File: config.mk
export PLATFORM = sky130hd
export DESIGN_NAME = dsp_fetch_seq
export DESIGN_NICKNAME = d
export VERILOG_FILES = /design/src/rtl/dsp_fetch_seq.sv
export SDC_FILE = /design/constraint.sdc
export NUM_CORES = 1
export LEC_CHECK = 0
export ABC_AREA = 0
export BUFFER_PORTS_ARGS = -buffer_cell sky130_fd_sc_hd__buf_2
export CAP_MARGIN = 20
export CORE_MARGIN = 4
export CORE_UTILIZATION = 45
export DETAILED_ROUTE_END_ITERATION = 10
export HOLD_SLACK_MARGIN = 0.06
export PLACE_DENSITY = 0.77
export SYNTH_ARGS = -nofsm -noshare
export SYNTH_HDL_FRONTEND = slang
export SYNTH_SLANG_ARGS = --single-unit
File: constraint.sdc
create_clock -name clk -period 2.6 [get_ports clk]
set_clock_uncertainty 0.15 [all_clocks]
set_input_delay 0.52 -clock clk [delete_from_list [all_inputs] [get_ports clk]]
set_output_delay 0.52 -clock clk [all_outputs]
set_load 0.005 [all_outputs]
File: src/rtl/dsp_fetch_seq.sv
// dsp_fetch_seq -- program counter and instruction fetch sequencer for a small DSP core.
//
// The PC register drives the ROM address directly, so the instruction for the current PC
// appears on instruction_out in the same cycle. Each cycle the next PC is chosen from
// (highest first): reset, stall, return, call, jump, hardware-loop branch, PC+1.
// Calls and returns use a small return-address stack. stack_err is a sticky flag for
// overflow (call while full) and underflow (return while empty).
//
// Optional feature: define FETCH_HWLOOP_EN to build in a zero-overhead hardware loop.
// The loop adds the loop_set/loop_end/loop_cnt inputs and the loop_active output.
//
// Ports:
//   clk             in   single clock, rising edge
//   rst             in   synchronous active-high reset
//   stall           in   hold PC and all state this cycle
//   jump_flag       in   unconditional jump to jump_addr
//   call_flag       in   push PC+1, then jump to jump_addr
//   ret_flag        in   pop the return stack into PC
//   jump_addr       in   jump/call target [ADDR_W]
//   read_addr       out  ROM address (equals the PC) [ADDR_W]
//   read_data       in   ROM data [INST_W]
//   instruction_out out  read_data passed through combinationally [INST_W]
//   stack_err       out  sticky overflow/underflow flag
//   stack_level     out  number of valid stack entries
//   loop_set        in   (FETCH_HWLOOP_EN) start a loop body at PC+1
//   loop_end        in   (FETCH_HWLOOP_EN) address of the last loop instruction
//   loop_cnt        in   (FETCH_HWLOOP_EN) number of iterations
//   loop_active     out  (FETCH_HWLOOP_EN) a loop is armed
module dsp_fetch_seq #(
   parameter int              ADDR_W      = 16,
   parameter int              INST_W      = 32,
   parameter int              STACK_DEPTH = 4,
   parameter logic [ADDR_W-1:0] RESET_VEC = '0
) (
   input  logic                              clk,
   input  logic                              rst,
   input  logic                              stall,
   input  logic                              jump_flag,
   input  logic                              call_flag,
   input  logic                              ret_flag,
   input  logic [ADDR_W-1:0]                 jump_addr,
   output logic [ADDR_W-1:0]                 read_addr,
   input  logic [INST_W-1:0]                 read_data,
   output logic [INST_W-1:0]                 instruction_out,
   output logic                              stack_err,
`ifdef FETCH_HWLOOP_EN
   input  logic                              loop_set,
   input  logic [ADDR_W-1:0]                 loop_end,
   input  logic [15:0]                       loop_cnt,
   output logic                              loop_active,
`endif
   output logic [$clog2(STACK_DEPTH+1)-1:0]  stack_level
);

   localparam int LVL_W = $clog2(STACK_DEPTH + 1);
   localparam int IDX_W = (STACK_DEPTH > 1) ? $clog2(STACK_DEPTH) : 1;

   logic [ADDR_W-1:0] pc_q;
   logic [ADDR_W-1:0] pc_d;
   logic [ADDR_W-1:0] pc_inc;
   logic [LVL_W-1:0]  lvl_q;
   logic [LVL_W-1:0]  lvl_d;
   logic              err_q;
   logic              err_d;
   logic              push;
   logic [IDX_W-1:0]  top_idx;
   logic [IDX_W-1:0]  wr_idx;
   logic [ADDR_W-1:0] stack_q [STACK_DEPTH];

`ifdef FETCH_HWLOOP_EN
   logic [ADDR_W-1:0] loop_start_q;
   logic [ADDR_W-1:0] loop_start_d;
   logic [ADDR_W-1:0] loop_end_q;
   logic [ADDR_W-1:0] loop_end_d;
   logic [15:0]       loop_rem_q;
   logic [15:0]       loop_rem_d;
   logic              loop_act_q;
   logic              loop_act_d;
`endif

   // PC+1 naturally wraps at 2^ADDR_W. The stack grows upward: entry lvl_q-1 is the top,
   // entry lvl_q is the next free slot.
   assign pc_inc  = pc_q + ADDR_W'(1);
   assign top_idx = IDX_W'(lvl_q - LVL_W'(1));
   assign wr_idx  = IDX_W'(lvl_q);

   // Next-state selection. Stall freezes everything; otherwise the flow-control inputs are
   // checked in priority order. A simultaneous call and return performs only the return.
   // A full-stack call still jumps but drops the return address; an empty-stack return
   // falls through to PC+1. Both cases raise the sticky error flag.
   always_comb begin
      pc_d  = pc_inc;
      lvl_d = lvl_q;
      err_d = err_q;
      push  = 1'b0;
`ifdef FETCH_HWLOOP_EN
      loop_start_d = loop_start_q;
      loop_end_d   = loop_end_q;
      loop_rem_d   = loop_rem_q;
      loop_act_d   = loop_act_q;
`endif
      if (stall) begin
         pc_d = pc_q;
      end else if (ret_flag) begin
         if (lvl_q != '0) begin
            pc_d  = stack_q[top_idx];
            lvl_d = lvl_q - LVL_W'(1);
         end else begin
            err_d = 1'b1;
         end
      end else if (call_flag) begin
         pc_d = jump_addr;
         if (lvl_q == LVL_W'(STACK_DEPTH)) begin
            err_d = 1'b1;
         end else begin
            push  = 1'b1;
            lvl_d = lvl_q + LVL_W'(1);
         end
      end else if (jump_flag) begin
         pc_d = jump_addr;
      end
`ifdef FETCH_HWLOOP_EN
      else if (loop_act_q && !loop_set && (pc_q == loop_end_q)) begin
         if (loop_rem_q > 16'd1) begin
            pc_d       = loop_start_q;
            loop_rem_d = loop_rem_q - 16'd1;
         end else begin
            loop_act_d = 1'b0;
         end
      end
`endif

`ifdef FETCH_HWLOOP_EN
      // Arming a loop replaces any loop in progress; a zero count arms nothing.
      if (!stall && loop_set) begin
         loop_start_d = pc_inc;
         loop_end_d   = loop_end;
         loop_rem_d   = loop_cnt;
         loop_act_d   = (loop_cnt != 16'd0);
      end
`endif
   end

   // Control state registers with synchronous reset; reset wins over every other input
   // so any call or loop in progress is abandoned cleanly.
   always_ff @(posedge clk) begin
      if (rst) begin
         pc_q  <= RESET_VEC;
         lvl_q <= '0;
         err_q <= 1'b0;
      end else begin
         pc_q  <= pc_d;
         lvl_q <= lvl_d;
         err_q <= err_d;
      end
   end

   // Return-address storage. Entries are not cleared on reset because stack_level alone
   // decides which entries are valid.
   always_ff @(posedge clk) begin
      if (!rst && push) begin
         stack_q[wr_idx] <= pc_inc;
      end
   end

`ifdef FETCH_HWLOOP_EN
   // Hardware-loop registers: body start, last address, remaining passes, armed flag.
   always_ff @(posedge clk) begin
      if (rst) begin
         loop_start_q <= '0;
         loop_end_q   <= '0;
         loop_rem_q   <= '0;
         loop_act_q   <= 1'b0;
      end else begin
         loop_start_q <= loop_start_d;
         loop_end_q   <= loop_end_d;
         loop_rem_q   <= loop_rem_d;
         loop_act_q   <= loop_act_d;
      end
   end

   assign loop_active = loop_act_q;
`endif

   assign read_addr       = pc_q;
   assign instruction_out = read_data;
   assign stack_err       = err_q;
   assign stack_level     = lvl_q;

endmodule

==> flow_summary.toml, run 1 <==
[final_layout]
layout_commonest_cell = "edfxtp_1"
fin_cells = 442
fin_nets = 389
diodes = 0
final.fill_count = 732
drive_above_1_share_pct = 27.2
final_cell_area_um2 = 4340
final_cell_mix = "edfxtp_1 (64), buf_2 (41), nor2_1 (21), dfxtp_1 (20), o21ai_0 (19)"
syn2layout_area_growth_pct = 7.29

[yosys]
synth_compound_area_share_pct = 10.3
synthAdderAreaFrac_pct = 1.85
synthXorXnorAreaFrac_pct = 3.89
synth_fp_nets = 373
seq_area_frac_synth_pct = 57.4
mappedNetlistArea_um2 = 4050
async_reset_ff_share_pct = 0
synth_top_family_by_area = "compound AO/OA/AOI/OAI gates"
ys_ff_latch = 84
synthFlopType = "edfxtp_1"
synth-edff-count = 64
muxShareOfSynthArea_pct = 9.43
synth-simple-area-share_pct = 8.10
synth_warnings = 0
synth.distinct_cells = 45
avgSynthCellArea_um2 = 12.9
syn_inst = 313

[timing]
tightest_slew_ps = 620
rsz0062_at_grt = "false"
fmaxAchievable_mhz = 433
setup_ws_ps = 289
min_period_ps = 2310
maxSlewViolCount = 0
max_slew_margin_pct = 58.2
setup-tns-final_ps = 0
hold_viol = 0
setup_viol = 0
fin_crit_sh_pct = 88.9

[power]
peakVddDrop_mv = 0.388
p_leak_uw = 0.00160
powerDensity_nw_per_um2 = 692

[place]
placed_area_um2 = 4150
dp_hpwl_um = 6720
pre_cts_slack_ps = 318
io_buffers = 41
gp_congestion = 0.898
numPlacedInstances = 426

[grt]
grt_max_degree = 21
grt_pass1_wl_um = 14900
antenna_found_initial = 0
grt_overflow_total = 0
grt_pass1_vias = 2578
track_usage_pct = 19.3

[clocking]
cts_made_buffers = 9
postCtsHoldBufs = 0
clk_latency_ps = 350
clk_pin_slew_worst_paths_ps = 80
cts_tree = "done"
cts-root-buf = "clkbuf_8"
cts_buffer_depth = 2
ctsResizeCount = 0
cts_setup_buffers = 0
h-tree-depth = 3
cts_sinks = 84

[floorplan]
fp-row-count = 34
initial_utilization_pct = 46.4
dieArea_um2 = 10600
die_w_um = 103
core_um2 = 8720
fp.dieH_um = 103
ioPinCount = 106

[detailed_routing]
routed_via_density = 5.98
drcViolationCount = 0
drt-pass1-iter-count = 5
via_count = 2642
drtIter0Drc = 181
ant_nets = 0
routed_wl_um = 9450
drt-wirelength-per-cell_um = 21.4

[setup_path]
cp_cell_sequence = "inv_1 > ha_1 > buf_4 > mux4_2 > a222oi_1 > nand2_1 > o211a_1"
required_ps = 2690
crit_type = "flip-flop to flip-flop"
endpoint_kind = "flip-flop"
cp_max_fo = 16
slowest_stage = "dfxtp_1"
worstPathArrival_ps = 2400
worst-path-buf-inv = 2
slowest_delay_ps = 400
start_kind = "flip-flop"
crit_family = "compound AO/OA/AOI/OAI gates"

[job]
cap_violations = 0

[hold_path]
hold_class = "primary input to flip-flop"

[outcome]
status = "completed"
-- flip-flops by register name (all words and copies together), names as in the netlist --
register	cells
stack_err	1
stack_q	64
stack_level	3
read_addr	16
-- through the flow --
step	power (uW)	hold WS, ps	util, %
4_1_cts	3020	318	49.8
2_1_floorplan	1980	311	-
3_5_place_dp	2130	310	47.6
6_report	3010	330	49.8
5_1_grt	3160	331	49.8
3_3_place_gp	2120	325	47.6
-- where the power goes --
group / total, uW / internal, uW / switching (uW)
clock network: 902 / 444 / 458
logic: 543 / 228 / 316
registers: 1560 / 1510 / 55.9
total: 3010 / 2180 / 830
-- layer usage --
| layer | wire length (um) | GRT usage (%) | vias to the layer above |
|---|---|---|---|
| li1 | - | - | 1169 |
| met1 | 4110 | 28.9 | 1287 |
| met2 | 4320 | 27.6 | 157 |
| met3 | 826 | 4.13 | 29 |
| met4 | 188 | 7.27 | 0 |
| met5 | 0 | 0 | - |
-- final cells by class --
| cell class | instances | area [um2] | area share, % |
|---|---|---|---|
| Multi-Input combinational cell | 168 | 1360 | 31.2 |
| Inverter | 15 | 56.3 | 1.30 |
| Clock inverter | 6 | 65.1 | 1.50 |
| Tap cell | 108 | 135 | 3.11 |
| Timing Repair Buffer | 51 | 280 | 6.45 |
| Sequential cell | 84 | 2320 | 53.5 |
| Clock buffer | 10 | 128 | 2.94 |
-- kinds of logic after synthesis --
kind of cell               after synthesis
adders and majority gates                6
buffers and inverters                   61
xor gates and xnor gates                18
and+or+nand+nor                         62
DFF                                     84
muxes                                   18
AOI/OAI and AO/OA                       64
-- final timing paths --
check,depth (start not counted),endpoint,startpoint,slack [ps]
hold reg to reg,2,stack_err,stack_err,330
hold / removal,4,read_addr[15],jump_addr[15],330
setup reg to reg,7,read_addr[0],stack_level[1],290
setup / recovery,7,read_addr[0],stack_level[1],290
-- worst register-to-register path, delay by kind of cell, from the launching register on --
| family | cells | cell delay [ps] |
|---|---|---|
| flip-flops | 1 | 400 |
| multiplexers | 1 | 370 |
| AO/OA/AOI/OAI | 2 | 490 |
| adder cells (fa/ha/maj) | 1 | 320 |
| AND/OR/NAND/NOR | 1 | 110 |
| buffers and inverters | 2 | 370 |
-- cell usage after synthesis, drive strengths merged, types with 2 or more instances --
master	n	area [um2]
nand4	3	33.8
a221oi	4	35.0
nand2b	2	12.5
nor2	21	78.8
xor2	9	78.8
o221ai	5	43.8
nor4	3	40.0
ha	6	75.1
xnor2	9	78.8
inv	14	52.6
clkbuf	6	23.8
edfxtp	64	1920
dfxtp	20	400
o221a	4	45.0
a211oi	2	15.0
buf	40	289
mux4	16	360
nand3	5	25.0
and2	5	31.3
o22ai	3	18.8
a31oi	3	18.8
a21oi	16	80.1
o21ai	20	100
nor3	6	30.0
nand2	14	52.6
No activity file was read; power rests on OpenSTA's default activity.
==> run 2: changes to the inputs <==
--- a/config.mk
+++ b/config.mk
@@ -9,10 +9,10 @@
 export BUFFER_PORTS_ARGS = -buffer_cell sky130_fd_sc_hd__buf_2
 export CAP_MARGIN = 20
 export CORE_MARGIN = 4
-export CORE_UTILIZATION = 45
+export CORE_UTILIZATION = 40
 export DETAILED_ROUTE_END_ITERATION = 10
 export HOLD_SLACK_MARGIN = 0.06
-export PLACE_DENSITY = 0.77
+export PLACE_DENSITY = 0.71
 export SYNTH_ARGS = -nofsm -noshare
 export SYNTH_HDL_FRONTEND = slang
 export SYNTH_SLANG_ARGS = --single-unit
==> flow_summary.toml, run 2 (synthesis gave the netlist of run 1 again) <==
[clocking]
clk_latency_ps = 340
h-tree-depth = 3
clk_pin_slew_worst_paths_ps = 80
cts_buffer_depth = 2
cts_sinks = 84
ctsResizeCount = 0
cts_tree = "done"
cts-root-buf = "clkbuf_8"
postCtsHoldBufs = 0
cts_setup_buffers = 0
cts_made_buffers = 9

[power]
switching_share_pct = 26.6
p_int_uw = 2200
p_sw_uw = 796
p_leak_uw = 0.00163
peakVddDrop_mv = 0.422
powerDensity_nw_per_um2 = 676
power_frac_comb_pct = 19.0
p_clk_share_pct = 29.0
seqPwrFrac_pct = 52.0

[timing]
hold_viol = 0
min_period_ps = 2170
tightest_slew_ps = 639
fin_crit_sh_pct = 83.5
rsz0062_at_grt = "false"
setup-tns-final_ps = 0
whs_ps = 339
setup_viol = 0
max_slew_margin_pct = 57.1
maxSlewViolCount = 0
fmaxAchievable_mhz = 460

[detailed_routing]
drtIter0Drc = 255
drt-wirelength-per-cell_um = 21.6
routed_via_density = 5.76
drt-pass1-iter-count = 8
via_count = 2718
ant_nets = 0
routed_wl_um = 10200
drcViolationCount = 0

[final_layout]
final_cell_mix = "edfxtp_1 (64), buf_2 (41), nor2_1 (21), dfxtp_1 (20), o21ai_0 (19)"
final.fill_count = 912
final_cell_area_um2 = 4420
multi_input_area_um2 = 1360
fin_nets = 394
drive_above_1_share_pct = 27.1
largest-register = "stack_q"
diodes = 0
regArea_um2 = 2320
syn2layout_area_growth_pct = 9.24
largest_reg_flops = 64
layout_commonest_cell = "edfxtp_1"
utilization_pct = 45.0

[place]
io_buffers = 41
placed_area_um2 = 4250
gp_congestion = 0.786
dp_hpwl_um = 7030

[outcome]
status = "completed"

[job]
cap_violations = 0

[floorplan]
die_w_um = 109
initial_utilization_pct = 41.2
fp.dieH_um = 109
dieArea_um2 = 11800
fp-row-count = 36
ioPinCount = 106
core_um2 = 9820

[grt]
antenna_found_initial = 0
grt_pass1_wl_um = 15900
track_usage_pct = 18.1
grt_overflow_total = 0
grt_max_degree = 21
grt_pass1_vias = 2812

[setup_path]
worstPathArrival_ps = 2280
required_ps = 2710
crit_type = "flip-flop to flip-flop"
cp_max_fo = 6
endpoint_kind = "flip-flop"
start_kind = "flip-flop"

[hold_path]
hold_class = "flip-flop to flip-flop"
==> run 2: cell types whose count changed in the layout (fill, tap and decap cells not counted), sizes merged <==
cell	delta
buf	+5
clkbuf	+3
clkinv	-2
clkinvlp	-1
==> run 2: power by group through the flow <==
stage          Clock [uW]  Sequential, uW  Combinational (uW)
6_report              867            1560                 569
3_5_place_dp            0            1590                 567
2_1_floorplan           0            1580                 399
4_1_cts               889            1550                 570
3_3_place_gp            0            1580                 551
5_1_grt               945            1560                 618
==> run 2: critical path: stages, from the launching register on <==
cell,delay (ps)
dfxtp_1,440
ha_1,230
nand3_1,330
nor3_1,310
xor2_1,370
nor2_1,110
o22ai_1,150
==> run 2: layout make-up <==
cell class              count  area share [%]
clock buffers              13            3.14
clock inverters             3           0.877
inverters                  15            1.27
multi-input cells         168            30.7
flip-flops and latches     84            52.5
well taps                 133            3.76
repair buffers             56            7.75
==> run 2: through the flow <==
stage	std cells	setup WS [ps]	total power, uW
global placement	456	443	2130
detailed placement	456	345	2150
CTS	472	446	3010
floorplan	313	158	1980
global route	472	303	3120
finish	472	428	2990
==> run 2: layer usage <==
| layer | wire (um) | up-vias | global-route usage, % |
|---|---|---|---|
| met2 | 4850 | 167 | 29.5 |
| met5 | 0 | - | 0 |
| met1 | 4160 | 1343 | 23.3 |
| met4 | 196 | 0 | 5.68 |
| li1 | - | 1178 | - |
| met3 | 962 | 30 | 5.62 |
==> run 2: worst paths after layout <==
path	start	end	slack, ps	cells past startpoint
worst max-delay path	read_addr[0]	read_addr[10]	430	6
worst min-delay path	stack_err	stack_err	340	2
worst max register to register	read_addr[0]	read_addr[10]	430	6
worst min register to register	stack_err	stack_err	340	2
==> run 3: changes to the inputs <==
==> constraint.sdc (replaced) <==
create_clock -name clk -period 1.7 [get_ports clk]
set_clock_uncertainty 0.15 [all_clocks]
set_input_delay 0.34 -clock clk [delete_from_list [all_inputs] [get_ports clk]]
set_output_delay 0.34 -clock clk [all_outputs]
set_load 0.005 [all_outputs]
==> flow_summary.toml, run 3 (synthesis gave the netlist of run 1 again) <==
[final_layout]
largest_reg_flops = 64
final_cell_mix = "edfxtp_1 (64), buf_4 (63), buf_2 (41), nor2_1 (19), mux4_2 (16)"
regArea_um2 = 2330
syn2layout_area_growth_pct = 34.1
fin_nets = 460
drive_above_1_share_pct = 53.8
largest-register = "stack_q"
final.fill_count = 801
multi_input_area_um2 = 1650
diodes = 0
layout_commonest_cell = "edfxtp_1"
fin_cells = 538

[grt]
grt_overflow_total = 0
track_usage_pct = 18.4
grt_pass1_wl_um = 16100
grt_max_degree = 21
antenna_found_initial = 0
grt_pass1_vias = 3034

[clocking]
h-tree-depth = 3
cts-root-buf = "clkbuf_8"
cts_sinks = 84
clk_pin_slew_worst_paths_ps = 90
cts_buffer_depth = 2
clk_latency_ps = 370
cts_made_buffers = 9
postCtsHoldBufs = 0
cts_tree = "done"

[power]
peakVddDrop_mv = 0.481
p_leak_uw = 0.00213
switching_share_pct = 28.4
powerDensity_nw_per_um2 = 954
p_int_uw = 3710
p_total_uw = 5180
p_sw_uw = 1470
p_clk_share_pct = 28.0
seqPwrFrac_pct = 45.6
power_frac_comb_pct = 26.4

[place]
numPlacedInstances = 506
gp_congestion = 0.873
io_buffers = 41
dp_hpwl_um = 7340
pre_cts_slack_ps = -231

[floorplan]
fp-row-count = 36
initial_utilization_pct = 41.2
fp.dieH_um = 109
core_um2 = 9820
dieArea_um2 = 11800
ioPinCount = 106
die_w_um = 109

[timing]
whs_ps = 159
setup_ws_ps = -242
fmaxAchievable_mhz = 515
setup_viol = 37
min_period_ps = 1940
hold_viol = 0
rsz0062_at_grt = "true"
fin_crit_sh_pct = 114
maxSlewViolCount = 0
tightest_slew_ps = 422
max_slew_margin_pct = 71.5

[detailed_routing]
drt-wirelength-per-cell_um = 20.3
routed_wl_um = 10900
via_count = 2890
drtIter0Drc = 171
ant_nets = 0
routed_via_density = 5.37
drt-pass1-iter-count = 4
drcViolationCount = 0

[setup_path]
r2r-start = "stack_level[1]"
worst_r2r_path_depth = 6
rrSetupSlack_ps = -240
required_ps = 1810
cp_max_fo = 5
timing.rr.end = "read_addr[0]"
start_kind = "flip-flop"
worstPathArrival_ps = 2050
cp-endpoint = "read_addr[0]"
crit_type = "flip-flop to flip-flop"
cp-startpoint = "stack_level[1]"
endpoint_kind = "flip-flop"

[outcome]
status = "complete, but fails checks"
violations = "setup timing"

[job]
cap_violations = 0

[hold_path]
hold_class = "primary input to flip-flop"
-- run 3: cell count changes in the layout (fill, tap and decap cells not counted), moves of 6 or more --
cell / before / now
a21oi_1: 16 / 8
a21oi_2: 0 / 8
xnor2_2: 0 / 6
xnor2_1: 9 / 2
dfxtp_2: 0 / 6
buf_12: 2 / 13
buf_4: 13 / 63
dfxtp_1: 20 / 13
-- run 3: metrics by stage --
| stage | TNS, ps | utilization (%) | area, um2 |
|---|---|---|---|
| after floorplan | -13290 | - | 4170 |
| after global placement | -7560 | 49.2 | 4830 |
| after detailed placement | -7350 | 49.2 | 4830 |
| after CTS | -2050 | 52.8 | 5180 |
| after global routing | -6040 | 55.3 | 5430 |
| final | -3010 | 55.3 | 5430 |
-- run 3: how the worst min path moves through the flow --
stage	start	endpoint	cells after the start	slack (ps)
after floorplan	rst	read_addr[12]	1	290
after global placement	stack_err	stack_err	2	300
after detailed placement	stack_err	stack_err	2	320
after CTS	jump_addr[15]	read_addr[15]	4	150
after global routing	jump_addr[9]	read_addr[9]	3	160
final	jump_addr[9]	read_addr[9]	3	160
-- run 3: area by class of cell --
class,count,share of cell area [%]
Sequential cell,84,43.0
Timing Repair Buffer,122,18.7
Tap cell,133,3.07
Inverter,15,1.18
Multi-Input combinational cell,168,30.4
Clock buffer,9,2.28
Clock inverter,7,1.38
-- run 3: routing by layer --
| metal | wire length [um] | part of all wire (%) | global-route usage (%) | up-vias |
|---|---|---|---|---|
| met5 | 0 | 0 | 0 | - |
| met3 | 831 | 7.6 | 4.56 | 17 |
| met4 | 150 | 1.4 | 6.22 | 0 |
| li1 | - | - | - | 1314 |
| met1 | 4390 | 40 | 24.1 | 1432 |
| met2 | 5540 | 51 | 30.1 | 127 |
-- run 3: repair_timing --
action / in CTS / in global routing
gates resized for setup: 16 / 40
gates cloned: 0 / 1
pin swaps: 8 / 15
endpoints found under the setup margin: 114 / 126
buffers inserted: 8 / 9
-- run 3: power by group through the flow --
stage	Clock, uW	Combinational, uW	Sequential [uW]
2_1_floorplan	0	708	2420
3_3_place_gp	0	1090	2400
3_5_place_dp	0	1120	2400
4_1_cts	1460	1220	2360
5_1_grt	1570	1460	2370
6_report	1450	1370	2360
-- run 3: worst max-delay path, stage by stage, from the launching register on --
cell and delay, ps:
dfxtp_2 340, inv_1 70, ha_4 320, mux4_2 300, a222oi_1 400, nand2_1 110, o211a_1 130
